`config.mk`:
```
export PLATFORM = sky130hd
export DESIGN_NAME = button_conditioner
export DESIGN_NICKNAME = d
export VERILOG_FILES = /design/src/rtl/button_conditioner.sv
export SDC_FILE = /design/constraint.sdc
export NUM_CORES = 1
export LEC_CHECK = 0
export CORE_ASPECT_RATIO = 1.5
export CORE_MARGIN = 3
export CORE_UTILIZATION = 40
export CTS_CLUSTER_DIAMETER = 60
export CTS_CLUSTER_SIZE = 25
export DETAILED_ROUTE_END_ITERATION = 8
export GPL_TIMING_DRIVEN = 0
export PLACE_DENSITY = 0.66
export SLEW_MARGIN = 20
export SYNTH_ARGS = -nofsm -noshare
export SYNTH_HDL_FRONTEND = slang
export SYNTH_SLANG_ARGS = --single-unit
```
`constraint.sdc`:
```
create_clock -name clk -period 1.65 [get_ports clk]
set_input_delay 0.33 -clock clk [delete_from_list [all_inputs] [get_ports clk]]
set_output_delay 0.33 -clock clk [all_outputs]
set_load 0.03 [all_outputs]
```
`src/rtl/button_conditioner.sv`:
```
// Button front end: per-bit 2-flop synchroniser, debounce, press pulse and
// hold-to-auto-repeat. All buttons are handled independently and in parallel.
module button_conditioner #(
  parameter int N_BTN           = 5,
  parameter int DEBOUNCE_CYCLES = 4,
  parameter int HOLD_CYCLES     = 10,
  parameter int REPEAT_CYCLES   = 3
) (
  input  logic             clk,
  input  logic             rst,
  input  logic [N_BTN-1:0] btn_raw,
  input  logic [N_BTN-1:0] repeat_en,
  output logic [N_BTN-1:0] btn_level,
  output logic [N_BTN-1:0] btn_pulse,
  output logic [N_BTN-1:0] btn_held
);

  localparam int DB_W   = $clog2(DEBOUNCE_CYCLES + 1);
  localparam int HR_MAX = (HOLD_CYCLES > REPEAT_CYCLES) ? HOLD_CYCLES : REPEAT_CYCLES;
  localparam int HR_W   = $clog2(HR_MAX + 1);

  localparam logic [DB_W-1:0] DB_LAST   = DB_W'(DEBOUNCE_CYCLES - 1);
  localparam logic [DB_W-1:0] DB_ONE    = DB_W'(1);
  localparam logic [HR_W-1:0] HOLD_LAST = HR_W'(HOLD_CYCLES - 1);
  localparam logic [HR_W-1:0] RPT_LAST  = HR_W'(REPEAT_CYCLES - 1);
  localparam logic [HR_W-1:0] HR_ONE    = HR_W'(1);

  localparam logic [1:0] ST_IDLE   = 2'd0;
  localparam logic [1:0] ST_HOLD   = 2'd1;
  localparam logic [1:0] ST_REPEAT = 2'd2;

  logic [N_BTN-1:0] sync1;
  logic [N_BTN-1:0] sync2;

  // Stage 0/1: metastability chain; only sync2 feeds the debouncer
  always_ff @(posedge clk) begin
    if (!rst) begin
      sync1 <= '0;
      sync2 <= '0;
    end else begin
      sync1 <= btn_raw;
      sync2 <= sync1;
    end
  end

  for (genvar i = 0; i < N_BTN; i++) begin : g_btn
    logic [DB_W-1:0] db_cnt;
    logic            level_q;
    logic            level_nxt;
    logic            rise;
    logic            fall;
    logic [1:0]      state;
    logic [HR_W-1:0] hold_cnt;
    logic [HR_W-1:0] rpt_cnt;
    logic            pulse_q;
    logic            held_q;

    // The FSM reacts on the same edge the debounced level changes, so the
    // press pulse lines up with the first cycle btn_level is high.
    always_comb begin
      level_nxt = level_q;
      if ((sync2[i] != level_q) && (db_cnt == DB_LAST)) begin
        level_nxt = ~level_q;
      end
    end

    assign rise = level_nxt & ~level_q;
    assign fall = ~level_nxt & level_q;

    // Stage 2: debounce counter and accepted level
    always_ff @(posedge clk) begin
      if (!rst) begin
        db_cnt  <= '0;
        level_q <= 1'b0;
      end else if (sync2[i] == level_q) begin
        db_cnt <= '0;
      end else if (db_cnt == DB_LAST) begin
        db_cnt  <= '0;
        level_q <= ~level_q;
      end else begin
        db_cnt <= db_cnt + DB_ONE;
      end
    end

    // Stage 3: press / hold / auto-repeat state machine, registered outputs
    always_ff @(posedge clk) begin
      if (!rst) begin
        state    <= ST_IDLE;
        hold_cnt <= '0;
        rpt_cnt  <= '0;
        pulse_q  <= 1'b0;
        held_q   <= 1'b0;
      end else begin
        pulse_q <= 1'b0;
        if (fall) begin
          state    <= ST_IDLE;
          hold_cnt <= '0;
          rpt_cnt  <= '0;
          held_q   <= 1'b0;
        end else begin
          case (state)
            ST_IDLE: begin
              if (rise) begin
                pulse_q  <= 1'b1;
                hold_cnt <= '0;
                state    <= ST_HOLD;
              end
            end
            ST_HOLD: begin
              if (hold_cnt == HOLD_LAST) begin
                held_q  <= 1'b1;
                pulse_q <= repeat_en[i];
                rpt_cnt <= '0;
                state   <= ST_REPEAT;
              end else begin
                hold_cnt <= hold_cnt + HR_ONE;
              end
            end
            ST_REPEAT: begin
              // Counter is frozen while repeat is disabled, so re-enabling
              // resumes at the next wrap.
              if (repeat_en[i]) begin
                if (rpt_cnt == RPT_LAST) begin
                  rpt_cnt <= '0;
                  pulse_q <= 1'b1;
                end else begin
                  rpt_cnt <= rpt_cnt + HR_ONE;
                end
              end
            end
            default: begin
              state <= ST_IDLE;
            end
          endcase
        end
      end
    end

    assign btn_level[i] = level_q;
    assign btn_pulse[i] = pulse_q;
    assign btn_held[i]  = held_q;
  end

endmodule

```
# Word level (Yosys, flattened, before mapping)
# Index checks and enable logic that the tools add are counted.
totals:
  ff_bits: 90
  output_inout_bits: 15
classes:
  n_addsub: 15
  n_eq_ne: 55
  mux: 80
  n_bitwise: 31
  n_reduce_logical: 55
op_table:
  columns: ["operator", "count"]
  rows:
  - ["4-bit 2-to-1 mux", 25]
  - ["4-bit one-hot mux with 2 select lines", 10]
  - ["3-bit AND reduction", 15]
  - ["4-bit by 1-bit adder with 4-bit output, second input constant", 10]
  - ["2-bit != test, second input constant", 20]
  - ["2-bit one-hot mux with 3 select lines", 5]
  - ["1-bit 2-to-1 mux", 25]
  - ["1-bit NOT", 21]
  - ["4-bit by 2-bit equality test with 1-bit output, second input constant", 5]
  - ["4-bit equality test, second input constant", 5]
  - ["2-bit 2-to-1 mux", 10]
  - ["2-bit AND reduction", 10]
  - ["2-bit nonzero test", 10]
  - ["3-bit by 1-bit adder with 3-bit output, second input constant", 5]
  - ["3-bit by 2-bit equality test with 1-bit output, second input constant", 5]
  - ["1-bit one-hot mux with 3 select lines", 5]
  - ["3-bit OR reduction", 5]
  - ["1-bit AND", 10]
  - ["2-bit by 1-bit equality test with 1-bit output, second input constant", 5]
  - ["2-bit equality test, second input constant", 5]
  - ["2-bit zero test", 5]
  - ["2-bit OR reduction", 5]
  - ["1-bit equality test", 5]
  - ["1-bit logical AND", 5]
  - ["1-bit != test", 5]

# Depth between registers and ports, before layout
# Gate-level depths: netlist of the first run.
logic_depth:
  ltp_word: 6
  mapped_depth: 7

# Worst setup path after synthesis of the first run
# No wires, ideal clock.
synth_path:
  path_kind: "reg2reg"
  startpoint: "register g_btn[1].db_cnt[0]"
  endpoint: "register g_btn[1].hold_cnt[2]"
  setup_ns: 0.072
  arrival_time_ns: 1.557
  slack_ns: 0.021
  stages_incl_launch_ff: 7
  path_buffers: 0
  synth_period_minus_slack_ns: 1.629
  path_cell_list: "dfxtp_1 > ha_1 > ha_1 > and4b_1 > a21oi_2 > or4_1 > a21oi_1"
synth_via:
  elab_chain_len: 6
  elab_cells_between_ends: 9
  cone_classes: "eq/ne: 2; mux: 1; bitwise: 3; reduce/logical: 3"
synth_rtl:
  columns: ["element", "line", "rtl"]
  rows:
  - ["start, declared", "47", "logic [DB_W-1:0] db_cnt;"]
  - ["start signal, assigned", "81", "db_cnt <= db_cnt + DB_ONE;"]
  - ["3-bit by 2-bit equality test with 1-bit output (*)", "62", "if ((sync2[i] != level_q) && (db_cnt == DB_LAST)) begin"]
  - ["1-bit logical AND (*)", "62", null]
  - ["1-bit 2-to-1 mux (*)", "62", null]
  - ["1-bit AND or 1-bit NOT (tied branches)", "67, 68", null]
  - ["2-bit != test (no line) or 1-bit AND (tied branches)", null, null]
  - ["3-bit AND reduction (no line) or 2-bit OR reduction (tied branches)", null, null]
  - ["end signal, assigned", "116", "hold_cnt <= hold_cnt + HR_ONE;"]
  - ["end, declared", "53", "logic [HR_W-1:0] hold_cnt;"]
# Every way passes the cells marked *; elsewhere a longest branch is shown, timed or not.
# A chain may end at the register's enable or synchronous reset.

# Final worst setup path of the first run
layout_path:
  startpoint: "register g_btn[0].db_cnt[0]"
  endpoint: "register g_btn[0].hold_cnt[3]"
layout_via:
  elab_chain_len: 6
  elab_cells_between_ends: 9
  cone_classes: "eq/ne: 2; mux: 1; bitwise: 3; reduce/logical: 3"
layout_rtl:
  columns: ["element", "line"]
  rows:
  - ["start, declared", "47"]
  - ["start signal, assigned", "81"]
  - ["3-bit by 2-bit equality test with 1-bit output (*)", "62"]
  - ["1-bit logical AND (*)", "62"]
  - ["1-bit 2-to-1 mux (*)", "62"]
  - ["1-bit AND or 1-bit NOT (tied branches)", "67, 68"]
  - ["2-bit != test (no line) or 1-bit AND (tied branches)", null]
  - ["3-bit AND reduction (no line) or 2-bit OR reduction (tied branches)", null]
  - ["end signal, assigned", "116"]
  - ["end, declared", "53"]
# Marks and branches as above.

==> qor.yml, run 1 <==
synthesis.nets: 597
cts.hold.buffers_added: 0
fin_ws_ns: -0.0110
clk_path_buf_depth: 2
cp_max_fo: 5
synth_cells: 530
p_int_mw: 3.49
synth_common_cells: "dfxtp_1, nor2_1, ha_1"
fin_worst_skew_ns: 0.00535
peakVddDrop_mv: 0.687
p_switching_mw: 0.923
drv_cap: 0
comb_power_share_pct: 2.8
die-area_um2: 13400
wirelength_um: 9810
synth_area_um2: 4820
p_leak_nw: 2.24
avgSynthCellArea_um2: 9.10
rsz0062_at_grt: "true"
antenna_found_initial: 0
yosys.area_share.simple_pct: 18.8
ioPinCount: 27
ys.flop_type: "dfxtp_1"
synth_top_family_by_area: "simple AND/OR/NAND/NOR gates"
hold_class: "register to register"
r2r_slack_ns: -0.01
ys_top_cells_by_area: "dfxtp_1, ha_1, mux2i_1"
drt.antenna.violating_nets: 0
grt_pass1_wl_um: 16400
synth_xor_area_share_pct: 3.81
timing.fmax_mhz: 602
crit_required_ns: 1.91
hpwl_um: 6590
grt_pass1_vias: 3630
numPortBuffers: 25
synth_warnings: 0
top_usage_layer: "met2"
clk_latency_ns: 0.33
initial_core_util_pct: 41.4
synth-edff-count: 0
path_clk_slew_ns: 0.06
seqPwrFrac_pct: 49.9
grtUsageMet1_pct: 16.9
dieWidth_um: 95.7
die_y_um: 140
synth_most_common_cell: "dfxtp_1"
drtPass1Iterations: 4
wl_per_cell_um: 13.5
ys_ff_latch: 90
vias: 3793
final_util_pct: 52.5
synthAdderAreaFrac_pct: 14.3
via_per_inst: 5.20
core.rowCount: 48
grt_max_degree: 15
yosys.area.top_type_share_pct: 37.4
min_period_ns: 1.66
numCtsBuffers: 9
dp_worst_setup_slack_ns: -0.164
hold_violations: 0
synth_top_area_cell: "dfxtp_1"
use_met2_pct: 27.4
core_area_um2: 11700
synth_compound_area_share_pct: 13.8
worstMarginPinSlew_ns: 0.604
final_layout_size_suffix_gt1_share_pct: 25.4
cts_tree: "built"
swShare_pct: 20.9
endpoint_kind: "register"
crit_path_start_kind: "register"
nets: 642
max_slew_margin_pct: 59.8
gp_routability_congestion: 0.778
grt_usage_pct: 15.1
use_met3_pct: 2.79
p_clk_share_pct: 47.3
setup_viol: 2
grt_overflow: 0
slew_viol_final: 0
arrival_ns: 1.92
cts-root-buf: "clkbuf_16"
violations: "negative setup slack"
ys_seq_area_share_pct: 37.4
n_antenna_cell: 0
synthMuxAreaShare_pct: 5.19
clock-sinks: 90
post-route-period-util_pct: 101
outcome: "complete, but fails checks"
drc: 0
cts_max_level: 3
async_flop_share_pct: 0
drt_iter0_drc: 119
worstSetupPathType: "register to register"
power_density_nw_per_um2: 722
synth_cell_types: 39
area_delta_synth_final_pct: 26.9
power by group through the flow:
stage | Clock, mW | Combinational [mW] | Sequential [mW]
final | 2.09 | 0.122 | 2.20
after global routing | 2.22 | 0.136 | 2.20
after CTS | 2.14 | 0.115 | 2.20
after detailed placement | 0 | 0.108 | 2.25
after global placement | 0 | 0.106 | 2.25
after floorplan | 0 | 0.0616 | 2.25
routing by layer:
layer	wire length, µm	vias up
li1	-	1936
met1	4120	1804
met2	5340	44
met3	213	9
met4	144	0
met5	0	-
final timing paths:
| path | startpoint | to | cells past startpoint |
|---|---|---|---|
| worst max register to register | g_btn[0].db_cnt[0]$_SDFF_PP0_ | g_btn[0].hold_cnt[3]$_SDFFE_PP0P_ | 6 |
| worst max-delay path | g_btn[0].db_cnt[0]$_SDFF_PP0_ | g_btn[0].hold_cnt[3]$_SDFFE_PP0P_ | 6 |
| worst min-delay path | g_btn[3].db_cnt[0]$_SDFF_PP0_ | g_btn[3].db_cnt[0]$_SDFF_PP0_ | 1 |
| worst min register to register | g_btn[3].db_cnt[0]$_SDFF_PP0_ | g_btn[3].db_cnt[0]$_SDFF_PP0_ | 1 |
registers in the layout, indices dropped and copies added, names as in the netlist:
| register | count |
|---|---|
| g_btn.rpt_cnt | 20 |
| g_btn.level_q | 5 |
| g_btn.held_q | 5 |
| g_btn.hold_cnt | 20 |
| sync2 | 5 |
| g_btn.state | 10 |
| g_btn.db_cnt | 15 |
| g_btn.pulse_q | 5 |
| sync1 | 5 |
final cells by class:
type                       count  area (µm²)
sequential                    90        1830
clock buffer                  11         253
timing repair buffer          41         344
inverter                      42         163
buffer                        23         169
fill                        1065        5530
multi-input combinational    368        3120
clock inverter                 4        51.3
tap                          150         188
critical path, cell delays in order (launching register included):
cell and delay [ns]:
dfxtp_2 0.35, ha_4 0.14, ha_4 0.16, nand3b_1 0.22, a2111oi_0 0.48, a31oi_1 0.09, a21oi_1 0.16
metrics by stage:
| stage | cells | setup TNS, ns | instance area [µm²] | hold WS (ns) | power, mW |
|---|---|---|---|---|---|
| detailed placement | 705 | -2.71 | 5260 | 0.414 | 2.36 |
| global route | 729 | -0.971 | 6120 | 0.438 | 4.56 |
| CTS | 723 | -0.00320 | 5820 | 0.403 | 4.46 |
| global placement | 705 | -1.01 | 5260 | 0.406 | 2.36 |
| floorplan | 530 | 0 | 4820 | 0.399 | 2.31 |
| finish | 729 | -0.0132 | 6120 | 0.421 | 4.41 |
layout by cell type, fill, tap and decap left out, types with 4 or more instances in the layout:
cell,count
a2111oi_2,4
a211oi_1,17
a211oi_2,7
a21o_1,5
a21oi_1,23
a21oi_2,5
a221oi_1,4
a31oi_1,11
and2_1,11
and3b_1,6
buf_4,33
clkbuf_16,9
clkdlybuf4s50_1,10
dfxtp_1,68
dfxtp_2,22
dlygate4sd2_1,10
ha_1,31
ha_2,9
ha_4,15
inv_1,35
inv_2,5
mux2i_1,20
mux2i_4,4
nand2_1,19
nand3_1,13
nand3b_1,21
nor2_1,60
nor2b_1,6
nor3_1,8
o21ai_0,4
or4_1,4
xnor2_1,16
xor2_1,5
kinds of logic (layout without fill, tap and decap cells):
family,Yosys count,in the layout
simple gates,169,169
fa+ha+maj,55,55
xor+xnor,21,21
mux,25,25
buf+inv,72,121
compound gates,98,98
flops,90,90
what timing repair did:
item,CTS,global route
endpoints found under the setup margin,57,54
pin swaps,14,15
buffers inserted,6,10
gates resized for setup,81,74
endpoints found under the hold margin,0,0
(Power assumes the default switching activity.)
==> run 2: changes to the inputs <==
Settings changed: SETUP_SLACK_MARGIN set to 0.5.
==> qor.yml, run 2 (same netlist as run 1, synthesis figures left out) <==
grt_overflow: 0
power_density_nw_per_um2: 559
antenna_found_initial: 0
timing.fmax_mhz: 613
vias: 4285
clk_path_buf_depth: 2
top_regs: "g_btn.hold_cnt: 20 flops, g_btn.rpt_cnt: 20 flops, g_btn.db_cnt: 15 flops"
path_cells: "ha_4 -> ha_4 -> nand3b_1 -> buf_4 -> buf_6 -> a2111oi_4 -> a31oi_1 -> a21oi_1"
numCtsBuffers: 9
grt_pass1_vias: 4434
grt_usage_pct: 18.8
final_layout_size_suffix_gt1_share_pct: 52.9
fin_worst_skew_ns: 0.0101
ioPinCount: 27
path_common_cell: "ha_4"
path_clk_slew_ns: 0.07
drt_iter0_drc: 106
crit_path_start_kind: "register"
grt_pass1_wl_um: 20400
min_period_ns: 1.63
outcome: "finished clean"
cts_tree: "built"
die_y_um: 140
die-area_um2: 13400
worstSetupPathType: "register to register"
startpoint: "g_btn[4].db_cnt[0]$_SDFF_PP0_"
clk_latency_ns: 0.35
max_slew_margin_pct: 69.9
cts_max_level: 3
gp_routability_congestion: 0.792
crit_required_ns: 1.92
wirelength_um: 12600
drv_cap: 0
timing.rr.start: "g_btn[4].db_cnt[0]$_SDFF_PP0_"
peakVddDrop_mv: 0.479
final_util_pct: 68.1
drc: 0
via_per_inst: 5.14
total_power_mw: 4.43
fin_worst_hold_slack_ns: 0.426
core.rowCount: 48
drtPass1Iterations: 4
nets: 746
cp_max_fo: 3
wl_per_cell_um: 15.1
n_antenna_cell: 0
worstMarginPinSlew_ns: 0.451
place_inst: 705
area_delta_synth_final_pct: 64.4
hold_violations: 0
hold_class: "register to register"
fin_ws_ns: 0.0175
post-route-period-util_pct: 98.9
final_cell_mix: "buf_4, buf_6, nor2_1"
core_area_um2: 11700
r2r-end: "g_btn[4].hold_cnt[0]$_SDFFE_PP0P_"
final_cells: 834
numPortBuffers: 25
final_area_um2: 7930
p_leak_nw: 2.90
slew_viol_final: 0
slowest_delay_ns: 0.35
initial_core_util_pct: 41.4
final_common_cell: "buf_4"
cp-endpoint: "g_btn[4].hold_cnt[0]$_SDFFE_PP0P_"
drt.antenna.violating_nets: 0
cts-root-buf: "clkbuf_16"
rsz0062_at_grt: "true"
reg2regPathDepth: 8
dp_worst_setup_slack_ns: -0.123
grt_max_degree: 15
endpoint_kind: "register"
clock-sinks: 90
critical-path-slowest-cell: "dfxtp_2"
finalSetupTns_ns: 0
dpl_cell_area_um2: 5930
setup_viol: 0
arrival_ns: 1.90
dieWidth_um: 95.7
hpwl_um: 6940
r2r_slack_ns: 0.02
==> run 2: cell count changes in the layout (fill, tap and decap cells not counted), sizes merged <==
cell	delta
buf	+115
dlygate4sd2	-10
clkinv	+3
inv	-2
clkbuf	-1
clkdlybuf4s15	-1
clkinvlp	+1
==> run 2: report_power, final <==
group / switching (mW) / total, mW / internal (mW)
Sequential: 0.0137 / 2.17 / 2.16
Clock: 0.891 / 2.09 / 1.20
Combinational: 0.0850 / 0.169 / 0.0841
Total: 0.990 / 4.43 / 3.44
==> run 2: worst min path at each step <==
stage	start	to	cells past startpoint
2_1_floorplan	g_btn[0].db_cnt[0]$_SDFF_PP0_	g_btn[0].db_cnt[0]$_SDFF_PP0_	1
3_3_place_gp	g_btn[0].db_cnt[0]$_SDFF_PP0_	g_btn[0].db_cnt[0]$_SDFF_PP0_	1
3_5_place_dp	sync1[0]$_SDFF_PN0_	sync2[0]$_SDFF_PN0_	1
4_1_cts	g_btn[0].db_cnt[0]$_SDFF_PP0_	g_btn[0].db_cnt[0]$_SDFF_PP0_	1
5_1_grt	sync1[0]$_SDFF_PN0_	sync2[0]$_SDFF_PN0_	1
6_report	g_btn[2].db_cnt[0]$_SDFF_PP0_	g_btn[2].db_cnt[0]$_SDFF_PP0_	1
==> run 2: worst max-delay path, delay by kind of cell, from the launching register on <==
| family | cells | cell delay (ns) |
|---|---|---|
| AOI/OAI and AO/OA | 3 | 0.49 |
| DFF | 1 | 0.35 |
| buffers and inverters | 2 | 0.30 |
| adders and majority gates | 2 | 0.26 |
| and+or+nand+nor | 1 | 0.16 |
==> run 2: final cells by class <==
| class | count | area (µm²) |
|---|---|---|
| Buffer | 30 | 333 |
| Clock buffer | 10 | 239 |
| Clock inverter | 6 | 56.3 |
| Fill cell | 842 | 3720 |
| Inverter | 42 | 188 |
| Multi-Input combinational cell | 368 | 3750 |
| Sequential cell | 90 | 1920 |
| Tap cell | 150 | 188 |
| Timing Repair Buffer | 138 | 1260 |
==> run 2: per-layer routing <==
layer	vias up	global-route usage, %	wire [µm]
li1	2151	-	-
met1	2051	21.3	5050
met2	60	34.4	6970
met3	23	2.79	249
met4	0	7.12	318
met5	-	0	0
==> run 2: repair_timing <==
action,CTS,global route
endpoints found under the hold margin,0,0
setup endpoints to repair,86,83
pin swaps,68,61
cloned,0,0
setup buffers,81,32
hold buffers,0,0
resized for setup,244,54
==> run 3: changes to the inputs <==
--- a/config.mk
+++ b/config.mk
@@ -10,2 +10,3 @@
 export CORE_UTILIZATION = 40
+export CTS_BUF_LIST = sky130_fd_sc_hd__clkbuf_16
 export CTS_CLUSTER_DIAMETER = 60
==> constraint.sdc (replaced) <==
create_clock -name clk -period 1.65 [get_ports clk]
set_input_delay 0.165 -clock clk [delete_from_list [all_inputs] [get_ports clk]]
set_output_delay 0.165 -clock clk [all_outputs]
set_load 0.03 [all_outputs]
==> qor.yml, run 3 (same netlist as run 1, synthesis figures left out) <==
antenna_found_initial: 0
crit_path_start_kind: "register"
hold-path-cell-count: 3
core.rowCount: 48
hpwl_um: 6940
numPortBuffers: 25
min_period_ns: 1.66
top_regs: "g_btn.hold_cnt: 20 flops, g_btn.rpt_cnt: 20 flops, g_btn.db_cnt: 15 flops"
p_leak_nw: 2.78
worstMarginPinSlew_ns: 0.472
clk_latency_ns: 0.35
arrival_ns: 1.93
power_density_nw_per_um2: 573
fin_ws_ns: -0.0125
violations: "negative setup slack"
worstSetupPathType: "register to register"
place_inst: 705
startpoint: "g_btn[4].db_cnt[0]$_SDFF_PP0_"
critical-path-slowest-cell: "dfxtp_2"
slowest_delay_ns: 0.35
wirelength_um: 12300
area_delta_synth_final_pct: 59.2
final_common_cell: "buf_4"
gp_routability_congestion: 0.792
drtPass1Iterations: 4
dieWidth_um: 95.7
rsz0062_at_grt: "true"
cts.hold.buffers_added: 0
dpl_cell_area_um2: 5930
grt_usage_pct: 18.1
initial_core_util_pct: 41.4
drc: 0
core_area_um2: 11700
cts_max_level: 3
setup_viol: 2
die_y_um: 140
hold_violations: 0
crit_required_ns: 1.92
endpoint_kind: "register"
die-area_um2: 13400
drv_cap: 0
clk_path_buf_depth: 2
critical_path_cell_count: 8
final_area_um2: 7680
path_cells: "ha_4 -> ha_4 -> nand3b_1 -> buf_6 -> buf_6 -> a21oi_4 -> a21oi_2 -> a211oi_2"
fin_worst_skew_ns: 0.00657
wl_per_cell_um: 15.0
hold_class: "input port to register"
ioPinCount: 27
grt_pass1_wl_um: 19600
cts_tree: "built"
slew_viol_final: 0
multiInputGateArea_um2: 3700
regArea_um2: 1910
final_layout_size_suffix_gt1_share_pct: 50.8
timing.rr.start: "g_btn[4].db_cnt[0]$_SDFF_PP0_"
outcome: "complete, but fails checks"
drt_iter0_drc: 101
final_cell_mix: "buf_4, nor2_1, dfxtp_1"
grt_max_degree: 15
max_slew_margin_pct: 68.5
nets: 731
critPathBufInv: 2
final_cells: 819
hold_path.startpoint: "rst"
reg2regPathDepth: 8
drt.antenna.violating_nets: 0
clock-sinks: 90
grt_overflow: 0
path_clk_slew_ns: 0.07
peakVddDrop_mv: 0.493
nFillCells: 868
cp_max_fo: 3
cts-root-buf: "clkbuf_16"
via_per_inst: 5.25
fin_worst_hold_slack_ns: 0.364
grt_pass1_vias: 4322
n_antenna_cell: 0
vias: 4299
post-route-period-util_pct: 101
timing.fmax_mhz: 601
worst_path_dominant_cell_family: "compound AO/OA/AOI/OAI gates"
numCtsBuffers: 9
==> run 3: what timing repair did <==
item                       CTS  global route
setup endpoints to repair   76            78
resized for setup          175            95
buffers inserted            68            30
pin swaps                   60            54
==> run 3: per-layer routing <==
layer	track usage (%)	share of wire, %
met1	20.4	39
met4	7.80	2.6
met5	0	0
met3	2.85	2.4
met2	32.6	56
==> run 3: final timing paths <==
check	end	slack (ns)
worst min-delay path	g_btn[4].pulse_q$_SDFF_PP0_	0.36
worst max register to register	g_btn[4].state[1]$_SDFFE_PP0P_	-0.01
worst max-delay path	g_btn[4].state[1]$_SDFFE_PP0P_	-0.01
worst min register to register	g_btn[2].db_cnt[0]$_SDFF_PP0_	0.42
==> run 3: tightest hold or removal path, delay by kind of cell <==
kind / cells / cell delay, ns
simple gates: 1 / 0.19
compound gates: 1 / 0.04
buf+inv: 1 / 0.27
==> run 3: area by class of cell <==
cell class / instances / area share (%)
Buffer: 30 / 4.01
Clock inverter: 7 / 0.782
Sequential cell: 90 / 24.9
Multi-Input combinational cell: 368 / 48.2
Clock buffer: 9 / 2.93
Inverter: 42 / 2.44
Tap cell: 150 / 2.44
Timing Repair Buffer: 123 / 14.3
==> run 3: per-stage QoR <==
stage	util (%)	total power, mW	setup WS, ns	setup TNS, ns
after floorplan	-	2.31	0.128	0
final	65.9	4.40	-0.0125	-0.0183
after global placement	50.9	2.36	-0.0294	-0.0445
after detailed placement	50.9	2.36	-0.0741	-0.186
after CTS	61.1	4.41	0.00755	0
after global routing	65.9	4.52	-0.0904	-0.568
==> run 3: power breakdown <==
part,switching [mW],total (mW),internal [mW]
clock,0.907,2.06,1.16
combinational,0.0847,0.168,0.0835
sequential,0.0136,2.17,2.16
total,1.00,4.40,3.40
